--- src/rtl/datamem_responder_pkg.sv ---
// datamem_responder_pkg
//   Shared definitions for the data-memory responder and the core-side
//   load/store unit: FSM state codes, funct3 size/sign encodings, the
//   latched request-op struct and small decode helpers.
package datamem_responder_pkg;

    // Responder FSM states
    localparam logic [1:0] ST_IDLE = 2'd0;
    localparam logic [1:0] ST_WAIT = 2'd1;
    localparam logic [1:0] ST_RESP = 2'd2;

    // funct3 access encodings: [1:0] = log2(bytes), [2] = zero-extend
    localparam logic [2:0] F3_B  = 3'b000;
    localparam logic [2:0] F3_H  = 3'b001;
    localparam logic [2:0] F3_W  = 3'b010;
    localparam logic [2:0] F3_BU = 3'b100;
    localparam logic [2:0] F3_HU = 3'b101;

    typedef struct packed {
        logic       wr;
        logic       rd;
        logic [2:0] funct3;
    } dmem_op_t;

    function automatic logic f3_legal(input logic [2:0] f3);
        return f3 inside {F3_B, F3_H, F3_W, F3_BU, F3_HU};
    endfunction

    // Natural alignment: halves on even bytes, words on 4-byte boundaries.
    function automatic logic f3_misaligned(input logic [2:0] f3, input logic [1:0] lo);
        case (f3[1:0])
            2'b01:   return lo[0];
            2'b10:   return lo != 2'b00;
            default: return 1'b0;
        endcase
    endfunction

endpackage

--- src/rtl/dmem_lane_align.sv ---
// dmem_lane_align
//   Combinational byte-lane steering for one memory word.
//   lane     : byte offset of the access inside the word
//   op       : wr/rd/funct3 of the access
//   wr_data  : right-aligned store data
//   rd_word  : current contents of the addressed word
//   be       : per-byte write enables (all zero on error or load)
//   wr_word  : store data shifted into its byte lanes
//   ld_data  : extracted and sign/zero-extended load data (zero unless a good load)
//   err      : illegal funct3, misalignment, or wr and rd together
module dmem_lane_align
    import datamem_responder_pkg::*;
#(
    parameter int DATA_W = 32,
    localparam int NB = DATA_W / 8,
    localparam int LB = $clog2(NB)
) (
    input  logic [LB-1:0]     lane,
    input  dmem_op_t          op,
    input  logic [DATA_W-1:0] wr_data,
    input  logic [DATA_W-1:0] rd_word,
    output logic [NB-1:0]     be,
    output logic [DATA_W-1:0] wr_word,
    output logic [DATA_W-1:0] ld_data,
    output logic              err
);

    logic [DATA_W-1:0] shifted;
    int                nbytes;

    always_comb begin
        err = (op.wr && op.rd) || !f3_legal(op.funct3) || f3_misaligned(op.funct3, lane[1:0]);

        case (op.funct3[1:0])
            2'b00:   nbytes = 1;
            2'b01:   nbytes = 2;
            default: nbytes = 4;
        endcase

        be = '0;
        for (int i = 0; i < NB; i++)
            be[i] = op.wr && !err && (i >= int'(lane)) && (i < int'(lane) + nbytes);

        wr_word = wr_data << (8 * int'(lane));
        shifted = rd_word >> (8 * int'(lane));

        ld_data = '0;
        if (op.rd && !err) begin
            case (nbytes)
                1:       ld_data = op.funct3[2] ? {{(DATA_W-8){1'b0}}, shifted[7:0]}
                                                : {{(DATA_W-8){shifted[7]}}, shifted[7:0]};
                2:       ld_data = op.funct3[2] ? {{(DATA_W-16){1'b0}}, shifted[15:0]}
                                                : {{(DATA_W-16){shifted[15]}}, shifted[15:0]};
                default: ld_data = shifted;
            endcase
        end
    end

endmodule

--- src/rtl/datamem_responder.sv ---
// datamem_responder
//   Fixed-latency data memory. A request (wr or rd) is accepted in IDLE,
//   waits LATENCY cycles in WAIT, then responds for one cycle in RESP.
//   Stores commit and loads read on the edge entering RESP.
//   Ports:
//     clk, reset            : clock, async active-high reset
//     req_valid / req_ready : request handshake (ready only in IDLE)
//     wr, rd, addr, funct3  : access type, byte address, size/sign
//     wr_data               : right-aligned store data
//     rsp_valid             : one-cycle response strobe
//     rd_data, err          : load result / failure, zero outside RESP
//   DATA_W must be a multiple of 32 (word accesses are 4 bytes).
module datamem_responder
    import datamem_responder_pkg::*;
#(
    parameter int DATA_W  = 32,
    parameter int ADDR_W  = 9,
    parameter int LATENCY = 2
) (
    input  logic              clk,
    input  logic              reset,
    input  logic              req_valid,
    output logic              req_ready,
    input  logic              wr,
    input  logic              rd,
    input  logic [ADDR_W-1:0] addr,
    input  logic [2:0]        funct3,
    input  logic [DATA_W-1:0] wr_data,
    output logic              rsp_valid,
    output logic [DATA_W-1:0] rd_data,
    output logic              err
);

    localparam int NB    = DATA_W / 8;
    localparam int LB    = $clog2(NB);
    localparam int DEPTH = (1 << ADDR_W) / NB;
    localparam logic [3:0] LAT = 4'(LATENCY);

    logic [1:0]        state;
    logic [3:0]        cnt;
    dmem_op_t          op_q;
    logic [ADDR_W-1:0] addr_q;
    logic [DATA_W-1:0] wr_data_q;
    logic [DATA_W-1:0] rd_data_q;
    logic              err_q;

    logic [DATA_W-1:0] mem [DEPTH];

    logic              in_idle, accept, enter_resp;
    dmem_op_t          op_cur;
    logic [ADDR_W-1:0] addr_cur;
    logic [DATA_W-1:0] wr_data_cur;
    logic [DATA_W-1:0] rd_word, wr_word, ld_data;
    logic [NB-1:0]     be;
    logic              a_err;
    logic [ADDR_W-LB-1:0] word_idx;

    assign in_idle    = (state == ST_IDLE);
    assign req_ready  = in_idle;
    assign accept     = req_valid && in_idle && (wr || rd);
    assign enter_resp = (accept && LAT == 4'd0) || (state == ST_WAIT && cnt == 4'd1);

    // With zero latency the access happens on the accept edge itself, so the
    // live inputs are used; otherwise only the latched copy is ever looked at,
    // which keeps inputs that wiggle during WAIT from leaking in.
    assign op_cur      = in_idle ? dmem_op_t'({wr, rd, funct3}) : op_q;
    assign addr_cur    = in_idle ? addr    : addr_q;
    assign wr_data_cur = in_idle ? wr_data : wr_data_q;

    assign word_idx = addr_cur[ADDR_W-1:LB];
    assign rd_word  = mem[word_idx];

    dmem_lane_align #(.DATA_W(DATA_W)) u_align (
        .lane    (addr_cur[LB-1:0]),
        .op      (op_cur),
        .wr_data (wr_data_cur),
        .rd_word (rd_word),
        .be      (be),
        .wr_word (wr_word),
        .ld_data (ld_data),
        .err     (a_err)
    );

    // Storage is deliberately not reset. A store pending in WAIT never
    // commits across a reset because reset drops the FSM out of WAIT.
    always_ff @(posedge clk) begin
        if (enter_resp) begin
            for (int i = 0; i < NB; i++)
                if (be[i]) mem[word_idx][8*i +: 8] <= wr_word[8*i +: 8];
        end
    end

    always_ff @(posedge clk or posedge reset) begin
        if (reset) begin
            state     <= ST_IDLE;
            cnt       <= '0;
            op_q      <= '0;
            addr_q    <= '0;
            wr_data_q <= '0;
            rd_data_q <= '0;
            err_q     <= 1'b0;
        end else begin
            case (state)
                ST_IDLE: if (accept) begin
                    op_q      <= op_cur;
                    addr_q    <= addr;
                    wr_data_q <= wr_data;
                    cnt       <= LAT;
                    state     <= (LAT == 4'd0) ? ST_RESP : ST_WAIT;
                end
                ST_WAIT: begin
                    cnt <= cnt - 4'd1;
                    if (cnt == 4'd1) state <= ST_RESP;
                end
                ST_RESP: state <= ST_IDLE;
                default: state <= ST_IDLE;
            endcase

            // Response registers hold data only for the single RESP cycle.
            if (enter_resp) begin
                rd_data_q <= ld_data;
                err_q     <= a_err;
            end else begin
                rd_data_q <= '0;
                err_q     <= 1'b0;
            end
        end
    end

    assign rsp_valid = (state == ST_RESP);
    assign rd_data   = rd_data_q;
    assign err       = err_q;

endmodule

--- config.mk ---
export PLATFORM = sky130hd
export DESIGN_NAME = datamem_responder
export DESIGN_NICKNAME = d
export VERILOG_FILES = /design/src/rtl/datamem_responder_pkg.sv /design/src/rtl/dmem_lane_align.sv /design/src/rtl/datamem_responder.sv
export SDC_FILE = /design/constraint.sdc
export NUM_CORES = 2
export LEC_CHECK = 0
export CAP_MARGIN = 5
export CORE_MARGIN = 4
export CORE_UTILIZATION = 45
export DETAILED_ROUTE_END_ITERATION = 6
export PLACE_DENSITY_LB_ADDON = 0.08
export SLEW_MARGIN = 20
export SYNTH_ARGS = -nofsm -noshare
export SYNTH_HDL_FRONTEND = slang
export SYNTH_SLANG_ARGS = --single-unit
--- constraint.sdc ---
create_clock -name clk -period 14.5 [get_ports clk]
set_clock_uncertainty 0.05 [all_clocks]
set_input_delay 2.9 -clock clk [delete_from_list [all_inputs] [get_ports clk]]
set_output_delay 2.9 -clock clk [all_outputs]
set_load 0.01 [all_outputs]
==> summary.txt <==
Status
  – Status: finished with violations
  – Failing checks: DRC

Floorplanning
  – # IOs: 84
  – Initial core utilization: 0.452
  – Die height: 601 um
  – Core area: 350000 um^2
  – Die area: 361000 um^2
  – Row count: 217
  – DIE WIDTH: 601 um

Worst setup path
  – Req. time, crit path: 15.36 ns
  – Slowest cell on crit path: and4_1
  – CP max stage delay: 0.88 ns
  – Reg2Reg Depth: 15
  – CP bufs+invs: 4
  – CP cell instances: buf_2 -> buf_4 -> or3_1 -> o22a_4 -> buf_12 -> buf_12 -> o22ai_1 -> or4_1 -> a21oi_1 -> o32ai_1 -> a211oi_1 -> and4_1 -> a22oi_1 -> a21oi_1
  – Reg-to-Reg Start: state[0]$_DFFE_PP0P_
  – Largest delay share family, worst path: compound AO/OA/AOI/OAI gates
  – Crit. End Element: register
  – Levels on crit path: 14
  – Arrival time worst endpoint: 9.32 ns
  – Critical Path End: rd_data[6]$_DFF_PP0_
  – Crit path kind: in2reg
  – Startpoint Class: input pin
  – CP startpoint: addr[4]
  – Critical path peak fanout: 77
  – R2R Setup Slk: 7.09 ns
  – RR Endpoint: rd_data[1]$_DFF_PP0_

Timing
  – Final setup TNS: 0 ns
  – Fin crit share: 0.583
  – RSZ-0062 raised after global routing: no
  – Minimum clock period: 8.45 ns
  – Slew HR: 0.138
  – Worst slew pin tran: 1.29 ns
  – Fmax: 118 MHz
  – Final Hold Viols: 0
  – Slew Limit Fails: 0
  – Setup Viol. Count Final: 0

Cells and area
  – Final #Nets: 10300
  – Most frequent cells in the layout: 4096 x edfxtp_1, 1380 x o22ai_1, 760 x nand2_1, 594 x nor2_1, 445 x clkbuf_16
  – Multi-input gate area: 30700 um^2
  – Commonest non-fill, non-tap cell in the layout: edfxtp_1
  – Share of cells above drive strength 1: 0.128
  – Synthesis-to-layout area growth: 14.4%
  – Register area: 125000 um^2
  – Final-layout fill cell count: 28700

Synth
  – Post-synth ARST share: 0.0203
  – Post-synthesis cell type count: 95
  – Mapped cell area: 158000 um^2
  – Synth warnings: 0
  – Synth area leaders: edfxtp_1 78%, o22ai_1 5.5%, nand2_1 1.8%
  – Synth top area share: 0.778
  – Post-synthesis sequential area ratio: 0.792
  – Mapped Cells: 9944
  – Syn_area_per_cell: 15.9 um^2
  – Post-synth top flop: edfxtp_1
  – FF+latch count, synth: 4181
  – Post-synth net total: 10000
  – Count of flip-flops with a built-in enable after synthesis: 4096
  – Area leader, netlist: edfxtp_1

Clock network
  – Total setup buffers inserted after CTS: 0
  – # hold bufs at CTS: 0
  – Max H-tree Level: 5
  – Clk_lat worst skew: 1.00 ns
  – CTS max path bufs: 4
  – PostCTS Resize Cnt: 0
  – Clock transition at path regs: 0.06 ns
  – CTS tree: done
  – Clk sinks: 4181
  – Root buf cell: clkbuf_16
  – CTS Buf Count: 434

Global route
  – Total Routing Usage GR: 0.313
  – Vias in the first global route: 96100
  – Antenna violations before repair: 53
  – Largest net degree at the start of global routing: 129
  – Gr ovfl total: 0
  – First-pass GRT wire length: 797 mm

Placed design
  – Final GP Congestion: 0.902
  – Port bufs: 83
  – DP Wirelength: 353 mm

Min path
  – HP Class: reg2reg

Power and ir drop
  – Clock power share: 0.267
  – Pwr Total: 42000 uW
  – Combinational Power Share: 0.344
  – Power per Cell Area: 232 nW/um^2
  – P_int: 25600 uW
  – Seq pwr share: 0.389
  – Peak supply drop: 263 uV
  – Sw frac: 0.392
  – Static leakage: 0.0568 uW
  – Psw: 16400 uW

Detailed routing
  – Post-route ant nets: 0
  – DR WL/cell: 38.2 um
  – Vias per cell: 6.61
  – DR vias: 101000
  – DR iter-0 viols: 14800
  – DRC violations left: 9
  – Routed WL: 581 mm
  – Pre-antenna DRT Iters: 7

Job
  – Max Cap Violations: 0
worst min-delay path by stage:
stage,to,slack (ns),startpoint,cells after the start
finish,op_q[2]$_DFFE_PP0P_,0.43,op_q[2]$_DFFE_PP0P_,2
global route,wr_data_q[24]$_DFFE_PP0P_,0.45,wr_data_q[24]$_DFFE_PP0P_,2
CTS,wr_data_q[30]$_DFFE_PP0P_,0.43,wr_data_q[30]$_DFFE_PP0P_,2
detailed placement,wr_data_q[30]$_DFFE_PP0P_,0.41,wr_data_q[30]$_DFFE_PP0P_,2
global placement,op_q[2]$_DFFE_PP0P_,0.41,op_q[2]$_DFFE_PP0P_,2
floorplan,op_q[2]$_DFFE_PP0P_,0.39,op_q[2]$_DFFE_PP0P_,2
sequential cells by signal, summed over array words and instances (netlist names):
register and flops:
addr_q 9, cnt 4, err 1, mem 4096, op_q 5, rd_data 32, state 2, wr_data_q 32
cell type report:
cell class	count	area share
diodes	38	0.000526
well taps	4599	0.0318
inverters	17	0.000360
clock inverters	268	0.0146
repair buffers	553	0.0269
multi-input cells	5025	0.170
clock buffers	535	0.0639
flip-flops and latches	4181	0.692
tightest hold or removal path, cell delays in order (launching register included):
cell	delay, ns
dfrtp_1	0.34
nand2_1	0.05
nand2_1	0.06
logic make-up (layout without fill, tap and decap cells):
| group | count (synthesis) | in the layout | synth area share |
|---|---|---|---|
| buf+inv | 738 | 1373 | 0.0221 |
| xor+xnor | 2 | 2 | 0.000111 |
| mux | 235 | 235 | 0.0150 |
| flops | 4181 | 4181 | 0.792 |
| compound gates | 2472 | 2472 | 0.104 |
| simple gates | 2306 | 2306 | 0.0658 |
| other cells | 0 | 38 | 0 |
| fa+ha+maj | 10 | 10 | 0.000839 |
power by group through the flow:
stage / Combinational (uW) / Clock (uW) / Sequential, uW
detailed placement: 14100 / 0 / 16600
finish: 14500 / 11200 / 16400
global placement: 13900 / 0 / 16600
CTS: 14100 / 11300 / 16300
floorplan: 6570 / 0 / 17300
global route: 14800 / 11800 / 16300
synthesized netlist by cell type, drive strengths merged (121+ instances only):
| cell | count |
|---|---|
| edfxtp | 4096 |
| mux2i | 218 |
| buf | 457 |
| nor4 | 223 |
| nand2 | 776 |
| nor3 | 351 |
| o22ai | 1389 |
| clkbuf | 264 |
| a21oi | 171 |
| o221ai | 121 |
| nor2 | 633 |
| o21ai | 193 |
| nand3 | 174 |
routing by layer:
layer	GRT usage	wire length [um]	vias to the layer above
li1	-	-	41000
met1	0.432	228000	52400
met2	0.475	262000	6059
met3	0.0705	59900	1232
met4	0.144	30500	26
met5	0	291	-
stage by stage:
step                      std cells  setup slack (ns)  hold slack [ns]   util  area, um^2
after floorplan                9944              4.01            0.395      -      158000
after global placement        14400              5.07            0.410  0.475      166000
after detailed placement      14400              5.16            0.413  0.475      166000
after CTS                     15200              6.19            0.428  0.516      180000
after global routing          15200              5.97            0.453  0.517      181000
final                         15200              6.05            0.430  0.517      181000
Power figures use the tool's default switching activity.
